==> src/rtl/ssd_pkg.sv <==
// Shared seven-segment definitions: active-low abcdefg encodings and a hex decode helper.
package ssd_pkg;

  localparam logic [6:0] SEG_BLANK = 7'h7F;

  localparam logic [6:0] SEG_0 = 7'b0000001;
  localparam logic [6:0] SEG_1 = 7'b1001111;
  localparam logic [6:0] SEG_2 = 7'b0010010;
  localparam logic [6:0] SEG_3 = 7'b0000110;
  localparam logic [6:0] SEG_4 = 7'b1001100;
  localparam logic [6:0] SEG_5 = 7'b0100100;
  localparam logic [6:0] SEG_6 = 7'b0100000;
  localparam logic [6:0] SEG_7 = 7'b0001111;
  localparam logic [6:0] SEG_8 = 7'b0000000;
  localparam logic [6:0] SEG_9 = 7'b0000100;
  localparam logic [6:0] SEG_A = 7'b0001000;
  localparam logic [6:0] SEG_B = 7'b1100000;
  localparam logic [6:0] SEG_C = 7'b0110001;
  localparam logic [6:0] SEG_D = 7'b1000010;
  localparam logic [6:0] SEG_E = 7'b0110000;
  localparam logic [6:0] SEG_F = 7'b0111000;

  function automatic logic [6:0] hex_to_seg(input logic [3:0] hex);
    logic [6:0] seg;
    unique case (hex)
      4'h0: seg = SEG_0;
      4'h1: seg = SEG_1;
      4'h2: seg = SEG_2;
      4'h3: seg = SEG_3;
      4'h4: seg = SEG_4;
      4'h5: seg = SEG_5;
      4'h6: seg = SEG_6;
      4'h7: seg = SEG_7;
      4'h8: seg = SEG_8;
      4'h9: seg = SEG_9;
      4'hA: seg = SEG_A;
      4'hB: seg = SEG_B;
      4'hC: seg = SEG_C;
      4'hD: seg = SEG_D;
      4'hE: seg = SEG_E;
      4'hF: seg = SEG_F;
    endcase
    return seg;
  endfunction

endpackage

==> src/rtl/hex_to_seg7.sv <==
// Combinational 4-bit to active-low seven-segment decoder.
module hex_to_seg7
  import ssd_pkg::*;
(
  input  logic [3:0] i_hex,
  output logic [6:0] o_seg
);

  assign o_seg = hex_to_seg(i_hex);

endmodule

==> src/rtl/ssd_scan_driver.sv <==
// Time-multiplexed N-digit common-anode seven-segment driver with per-frame snapshot,
// leading-zero blanking, digit mask, decimal points, brightness and dead time.
module ssd_scan_driver
  import ssd_pkg::*;
#(
  parameter int unsigned NUM_DIGITS  = 4,
  parameter int unsigned DIV_WIDTH   = 18,
  parameter int unsigned DEAD_CYCLES = 4
) (
  input  logic                      clk,
  input  logic                      rst,
  input  logic [4*NUM_DIGITS-1:0]   digits,
  input  logic [NUM_DIGITS-1:0]     dp_en,
  input  logic [NUM_DIGITS-1:0]     digit_en,
  input  logic                      lzb,
  input  logic [3:0]                brightness,
  output logic [NUM_DIGITS-1:0]     an,
  output logic [6:0]                seg,
  output logic                      dp,
  output logic                      frame_start
);

  localparam int unsigned          IDX_W    = (NUM_DIGITS > 1) ? $clog2(NUM_DIGITS) : 1;
  localparam logic [IDX_W-1:0]     IDX_LAST = IDX_W'(NUM_DIGITS - 1);
  localparam logic [DIV_WIDTH-1:0] DEAD     = DIV_WIDTH'(DEAD_CYCLES);

  logic [DIV_WIDTH-1:0]    r_cnt;
  logic [IDX_W-1:0]        r_idx;

  logic [4*NUM_DIGITS-1:0] r_digits;
  logic [NUM_DIGITS-1:0]   r_dp_en;
  logic [NUM_DIGITS-1:0]   r_digit_en;
  logic                    r_lzb;
  logic [3:0]              r_brightness;

  logic [NUM_DIGITS-1:0]   r_an;
  logic [6:0]              r_seg;
  logic                    r_dp;
  logic                    r_frame_start;

  logic                    w_snap;
  logic                    w_wrap;
  logic [NUM_DIGITS-1:0]   w_blank;
  logic [3:0]              w_cur_hex;
  logic [6:0]              w_cur_seg;
  logic                    w_lit;
  logic [NUM_DIGITS-1:0]   w_an_d;
  logic [6:0]              w_seg_d;
  logic                    w_dp_d;

  assign w_snap = (r_cnt == '0) && (r_idx == '0);
  assign w_wrap = &r_cnt;

  always_ff @(posedge clk) begin
    if (rst) begin
      r_cnt <= '0;
      r_idx <= '0;
    end else begin
      r_cnt <= r_cnt + DIV_WIDTH'(1);
      if (w_wrap) begin
        r_idx <= (r_idx == IDX_LAST) ? '0 : r_idx + IDX_W'(1);
      end
    end
  end

  // Inputs are only sampled at the start of a frame so a scan never mixes two data sets.
  always_ff @(posedge clk) begin
    if (rst) begin
      r_digits     <= '0;
      r_dp_en      <= '0;
      r_digit_en   <= '0;
      r_lzb        <= 1'b0;
      r_brightness <= '0;
    end else if (w_snap) begin
      r_digits     <= digits;
      r_dp_en      <= dp_en;
      r_digit_en   <= digit_en;
      r_lzb        <= lzb;
      r_brightness <= brightness;
    end
  end

  always_comb begin
    logic zero_run;
    w_blank  = '0;
    zero_run = 1'b1;
    for (int i = NUM_DIGITS - 1; i >= 0; i--) begin
      zero_run   = zero_run & (r_digits[4*i +: 4] == 4'h0);
      w_blank[i] = r_lzb && (i > 0) && zero_run;
    end
  end

  assign w_cur_hex = r_digits[4*r_idx +: 4];

  hex_to_seg7 u_hex_to_seg7 (
    .i_hex (w_cur_hex),
    .o_seg (w_cur_seg)
  );

  // A blanked digit still lights its anode when its decimal point is requested.
  assign w_lit = (r_cnt >= DEAD)
              && (r_cnt[DIV_WIDTH-1 -: 4] <= r_brightness)
              && r_digit_en[r_idx]
              && (!w_blank[r_idx] || r_dp_en[r_idx]);

  always_comb begin
    w_an_d  = '1;
    w_seg_d = SEG_BLANK;
    w_dp_d  = 1'b1;
    if (w_lit) begin
      w_an_d[r_idx] = 1'b0;
      w_seg_d       = w_blank[r_idx] ? SEG_BLANK : w_cur_seg;
      w_dp_d        = ~r_dp_en[r_idx];
    end
  end

  always_ff @(posedge clk) begin
    if (rst) begin
      r_an          <= '1;
      r_seg         <= SEG_BLANK;
      r_dp          <= 1'b1;
      r_frame_start <= 1'b0;
    end else begin
      r_an          <= w_an_d;
      r_seg         <= w_seg_d;
      r_dp          <= w_dp_d;
      r_frame_start <= w_snap;
    end
  end

  assign an          = r_an;
  assign seg         = r_seg;
  assign dp          = r_dp;
  assign frame_start = r_frame_start;

endmodule

==> config.mk <==
export PLATFORM = sky130hd
export DESIGN_NAME = ssd_scan_driver
export DESIGN_NICKNAME = d
export VERILOG_FILES = /design/src/rtl/ssd_pkg.sv /design/src/rtl/hex_to_seg7.sv /design/src/rtl/ssd_scan_driver.sv
export SDC_FILE = /design/constraint.sdc
export NUM_CORES = 1
export LEC_CHECK = 0
export ABC_CLOCK_PERIOD_IN_PS = 6100
export BUFFER_PORTS_ARGS = -buffer_cell sky130_fd_sc_hd__buf_4
export CORE_UTILIZATION = 39
export CTS_CLUSTER_SIZE = 14
export DETAILED_ROUTE_END_ITERATION = 8
export MAX_ROUTING_LAYER = met4
export PLACE_DENSITY = 0.57
export SLEW_MARGIN = 20
export SYNTH_ARGS = -nofsm -noshare
export SYNTH_HDL_FRONTEND = slang
export SYNTH_SLANG_ARGS = --single-unit
==> constraint.sdc <==
create_clock -name clk -period 6.1 [get_ports clk]
set_input_delay 0.305 -clock clk [delete_from_list [all_inputs] [get_ports clk]]
set_output_delay 0.305 -clock clk [all_outputs]
set_load 0.02 [all_outputs]
-- Yosys cells after proc, flatten, opt, wreduce, memory -nomap -nowiden
Memories as Yosys holds them, arrays and structs flattened. A register that Yosys moved wholly into a read port is not among the register bits.
Cells that the tools add are included.
- shift-type cells: 1
- bitwise gates (word level): 5
- multiplexer cells: 9
- equality and inequality tests: 1
- $add $sub $neg: 2
- reductions and logical operators: 18
- magnitude comparators: 4
- operators with widths (operator ; count):
    adder 18 x 1 -> 18 bit, second input constant ; 1
    greater-or-equal comparator 18 x 3 -> 1 bit, second input constant ; 1
    zero test 18 bit ; 1
    AND reduction 18 bit ; 1
    variable part select 16 x 5 -> 4 bit ; 1
    zero test 4 bit ; 3
    logical AND 1 bit ; 8
    binary-select mux 1 bit (select 2 bit) ; 3
    <= comparator 4 bit ; 1
    2-to-1 mux 1 bit ; 4
    inverter 4 bit ; 1
    < comparator 2 x 3 -> 1 bit, second input constant ; 1
    OR reduction 3 bit ; 1
    adder 2 x 1 -> 2 bit, second input constant ; 1
    bitwise AND 1 bit ; 2
    demux 1 bit (select 2 bit) ; 1
    equality test 2 bit, second input constant ; 1
    greater-or-equal comparator 2 x 1 -> 1 bit, second input constant ; 1
    zero test 2 bit ; 1
    2-to-1 mux 2 bit ; 1
    inverter 1 bit ; 2
    OR reduction 2 bit ; 1
    zero test 1 bit ; 1
    logical OR 1 bit ; 1
- ROM bits: 112
- input port bits: 31
- output and inout bits: 13
- word-level logic and storage cells: 51
- flip-flop bits (word level): 55
- memories: 1
- memory list (memory ; words ; bits a word ; rd ports ; clocked after memory_dff ; wr ports ; RTL line ; text):
    (name not given) ; 16 ; 7 ; 1 ; 1 ; 0 ; ssd_pkg.sv:25 ; unique case (hex)

-- Longest topological paths before layout
- depth after elaboration: 11
- depth in mapped cells: 9
- depth with buffers taken out: 7

-- By module
From an unflattened synthesis, not the netlist that was laid out.
- cells, all modules: 334
- area total of the unflattened synthesis: 3027.9 sq um
- modules (own cells, without submodules) (module ; area each (sq um) ; cells each ; instances ; sequential area each (sq um)):
    ssd_scan_driver ; 2758.9 ; 301 ; 1 ; 1241.2
    hex_to_seg7 ; 269.0 ; 33 ; 1 ; 0.0

-- Least setup slack after synthesis
Ideal clock, no wire load.
- kind: register to register
- start: reg r_idx[0]
- end: reg r_seg[3], in the netlist seg[3]
- arrival: 2.025 ns
- cell stages (with the launch flop): 8
- slack: 3.949 ns
- setup time: 0.125 ns
- data required time: 5.975 ns
- period minus slack after synthesis: 2.151 ns
- path buffers: 1
- path through: dfxtp_1 buf_4 mux4_2 inv_1 ha_1 inv_1 mux4_2 nand2b_4
- word-level cells in the longest chain between the ends: 7
- elaborated cells between the ends (all ways): 13
- those cells by class: shift (1); mux (6); bitwise (1); reduce/logical (5)
- RTL lines (element ; RTL line ; text):
    start, declared ; ssd_scan_driver.sv:28 ; logic [IDX_W-1:0] r_idx;
    start signal, assigned ; ssd_scan_driver.sv:61 ; r_idx <= (r_idx == IDX_LAST) ? '0 : r_idx + IDX_W'(1);
    binary-select mux 1 bit (select 2 bit) ; ssd_scan_driver.sv:104, ssd_scan_driver.sv:112 ;
    2-to-1 mux 1 bit (implied by the code) ; ssd_scan_driver.sv:104, ssd_scan_driver.sv:112 ;
    zero test 1 bit ; ssd_scan_driver.sv:104 ; && (!w_blank[r_idx] || r_dp_en[r_idx]);
    logical OR 1 bit ; ssd_scan_driver.sv:104 ;
    logical AND 1 bit ; ssd_scan_driver.sv:104 ;
    inverter 1 bit (no line) ; -- ;
    OR reduction 3 bit (no line) ; -- ;
    end, declared ; ssd_scan_driver.sv:37 ; logic [6:0] r_seg;
Parallel ways exist; a longest one is shown, timed or not. The select of a mux whose other input is x is not followed.
A chain may end at the register's enable or synchronous reset.

-- Worst setup path in the final report
- start: reg r_idx[0]
- end: reg r_digit_en[1]
- word-level cells in the longest chain between the ends: 2
- RTL lines (element ; RTL line ; text):
    zero test 2 bit ; ssd_scan_driver.sv:51 ; assign w_snap = (r_cnt == '0) && (r_idx == '0);
    logical AND 1 bit ; ssd_scan_driver.sv:51 ;
    end signal, assigned ; ssd_scan_driver.sv:77 ; r_digit_en <= digit_en;
    end, declared ; ssd_scan_driver.sv:32 ; logic [NUM_DIGITS-1:0] r_digit_en;
Every way passes these cells.

==> summary.txt <==
Outcome
  – Status: complete, no violations

Synthesis
  – Synthesized flop and latch total: 62
  – Most used flip-flop cell after synthesis: dfxtp_1
  – Mapped Area: 0.00293 mm^2
  – Post-synthesis instance total: 324
  – Distinct cells, synth: 34
  – FFs w/ async S/R, synth: 0
  – EDFF count, synth: 0
  – Post-synthesis sequential area ratio: 0.424
  – Post-synth net total: between 300 and 400
  – Syn_area_per_cell: 9.04 um^2
  – Syn. warnings: 0

Worst hold path
  – HP Class: in -> reg

GRT
  – Vias in the first global route: 2,117
  – First-pass GRT wire length: 10,300 um
  – Total GRT Usage: 0.177
  – Initial antenna violation count: 0
  – Grt ovf: 0
  – Largest net degree at the start of global routing: 54

Clocking
  – CTS tree: yes
  – TritonCTS buffer count: 9
  – Root buffer cell: clkbuf_8
  – CTS sink cnt: 62
  – Clk Latency, worst-skew pair: 340 ps
  – Post-CTS Resized: 0
  – # hold bufs at CTS: 0
  – Max clock buf depth: 2
  – H-tree depth: 3
  – Post-CTS Setup Repair Bufs: 0
  – Clk slew on worst S/H paths: 80 ps

Cells and area
  – Design Area, Final: 0.00352 mm^2
  – Register area: 0.00124 mm^2
  – N_diodes: 0
  – Final nets: 408
  – Multi-input gate area: about 0.0015 mm^2
  – Fillers: 739
  – Commonest non-fill, non-tap cells in the layout: 62 x dfxtp_1, 44 x buf_4, 43 x nand2_1
  – Synth-to-layout area growth: 20.1%
  – Layout cells sized above 1: 0.208
  – Layout Cells excl Fill: 465
  – Most common cell after layout, fill and taps aside: dfxtp_1

Die
  – Starting density of the core: 0.404
  – Std-Cell Rows: 31
  – Area of the core: 0.00725 mm^2
  – Die area: roughly 0.008 mm^2
  – Die Y: 88.6 um
  – Die W: 88.6 um
  – # IOs: 44

Power
  – Clock power share: 0.410
  – Tot Pwr: 952 uW
  – Seq pwr share: 0.465
  – Switching share of power: 0.257
  – VDD IR max: 0.155 mV
  – Power share of the combinational group: 0.125
  – Pwr per Cell Area: approximately 270 mW/mm^2
  – Psw: 245 uW
  – Pint: a little over 700 uW
  – Pleak: 0.00132 uW

Placed design
  – GP Congestion: slightly below 0.8
  – Count of input and output buffers: 43
  – DP Area: about 0.0033 mm^2
  – Post-DP HPWL: 4080 um
  – DP Worst Slack: roughly 3100 ps
  – Placed cells: around 450

Critical path
  – Slowest CP cell: nor2_4
  – Reg-to-Reg Start: r_idx[0]
  – Arrival time of the worst setup path: 2890 ps
  – Setup crit end kind: register
  – Crit. Startpoint: r_idx[0]
  – Critical Path Stages: 6
  – Worst path buffer plus inverter count: 1
  – Worst setup path endpoint: r_digit_en[1]
  – Crit-path leading delay family: simple AND/OR/NAND/NOR gates
  – R2R depth: 6
  – CP cell instances: inv_1 > ha_1 > nand2_1 > nor2_4 > nand2_1 > a21oi_1
  – Critical path class: reg -> reg
  – Most frequent CP cell: nand2_1
  – Peak fanout along the critical path: 30
  – CP Launch Type: register
  – Max incr delay on CP: 760 ps
  – Reg2reg setup slack: 3460 ps
  – Reg-to-Reg End: r_digit_en[1]
  – CP required: 6350 ps

Timing
  – Worst Tran Pin Value: 915 ps
  – Final setup viols: 0
  – Rel. slew slack: 0.388
  – Final min period: 2640 ps
  – RSZ-0062 raised after global routing: no
  – Slew Viols, Final: 0
  – Setup WS post-layout: 3460 ps
  – Fin crit share: 0.432
  – Setup TNS: 0 ps
  – Final number of hold-violating endpoints: 0
  – Skew final: about 10 ps
  – Fmax: 0.379 GHz

Detailed routing
  – Residual DRC: 0
  – Routed wire length: around 6200 um
  – TritonRoute pass-1 iters: 4
  – Vias/cell: 5.04
  – Post-route ant nets: 0
  – Drt wl/cell: 13.2 um
  – Vias: 2,344
  – Initial drt markers: 95

Job
  – Total of max-cap violations: 0
-- per-layer routing --
layer  vias to the layer above  share of wire  wire (um)  global-route usage
met5                         -              0          0                   -
met4                         0          0.018        108              0.0792
met3                         8          0.030        183              0.0308
met2                        42           0.45       2750               0.251
met1                      1081           0.51       3120               0.244
li1                       1213              -          -                   -
-- synth_stat cells, types with 5 or more instances --
master     n  area, um^2
dfxtp_1   62        1240
nand2_1   43         161
a21oi_1   36         180
o21ai_0   33         165
nor2_1    21        78.8
inv_1     17        63.8
ha_1      16         200
clkbuf_1  12        45.0
xnor2_1   10        87.6
mux4_2     8         180
nor4_1     8        50.1
nand3_1    7        35.0
xor2_1     7        61.3
nand4_1    5        31.3
-- power groups by stage --
| stage | Sequential (uW) | Clock (uW) | Combinational [uW] |
|---|---|---|---|
| CTS | 442 | 400 | 120 |
| floorplan | 447 | 0 | 87.4 |
| global route | 445 | 417 | 134 |
| finish | 442 | 390 | 119 |
| detailed placement | 451 | 0 | 118 |
| global placement | 451 | 0 | 118 |
-- registers in the layout, summed over array words and instances (netlist names), 2 cells and up --
name	count
r_cnt	18
r_digits	16
seg	7
an	4
r_brightness	4
r_digit_en	4
r_dp_en	4
r_idx	2
-- worst min-delay path by stage --
stage                              from              end  slack, ps  depth (start not counted)
after detailed placement  r_digit_en[2]    r_digit_en[2]        470                          2
after floorplan           brightness[1]  r_brightness[1]        440                          2
after global placement       r_dp_en[3]       r_dp_en[3]        460                          2
final                        digits[14]     r_digits[14]        200                          3
after CTS                    digits[14]     r_digits[14]        190                          3
after global routing         digits[12]     r_digits[12]        200                          3
-- worst reg2reg max path, cell delays in order (launching register included) --
cell and delay [ps]:
dfxtp_1 500, inv_1 220, ha_1 180, nand2_1 520
nor2_4 760, nand2_1 190, a21oi_1 190
-- area by class of cell --
class                   instances  share of cell area
repair buffers                 44              0.0940
clock inverters                 7              0.0253
inverters                      17              0.0181
flip-flops and latches         62               0.353
well taps                      99              0.0352
multi-input cells             227               0.439
clock buffers                   9              0.0352
-- cell families after synthesis --
family | count (synthesis) | share of synthesized area
simple gates | 105 | 0.187
mux | 12 | 0.0752
buf+inv | 35 | 0.0513
compound gates | 77 | 0.143
flops | 62 | 0.424
fa+ha+maj | 16 | 0.0684
xor+xnor | 17 | 0.0509
-- metrics by stage --
stage,util,hold WS [ps]
2_1_floorplan,-,441
3_3_place_gp,0.455,465
3_5_place_dp,0.455,467
4_1_cts,0.484,192
5_1_grt,0.485,199
6_report,0.485,204
Note: power is estimated with default switching activity, not from simulation.
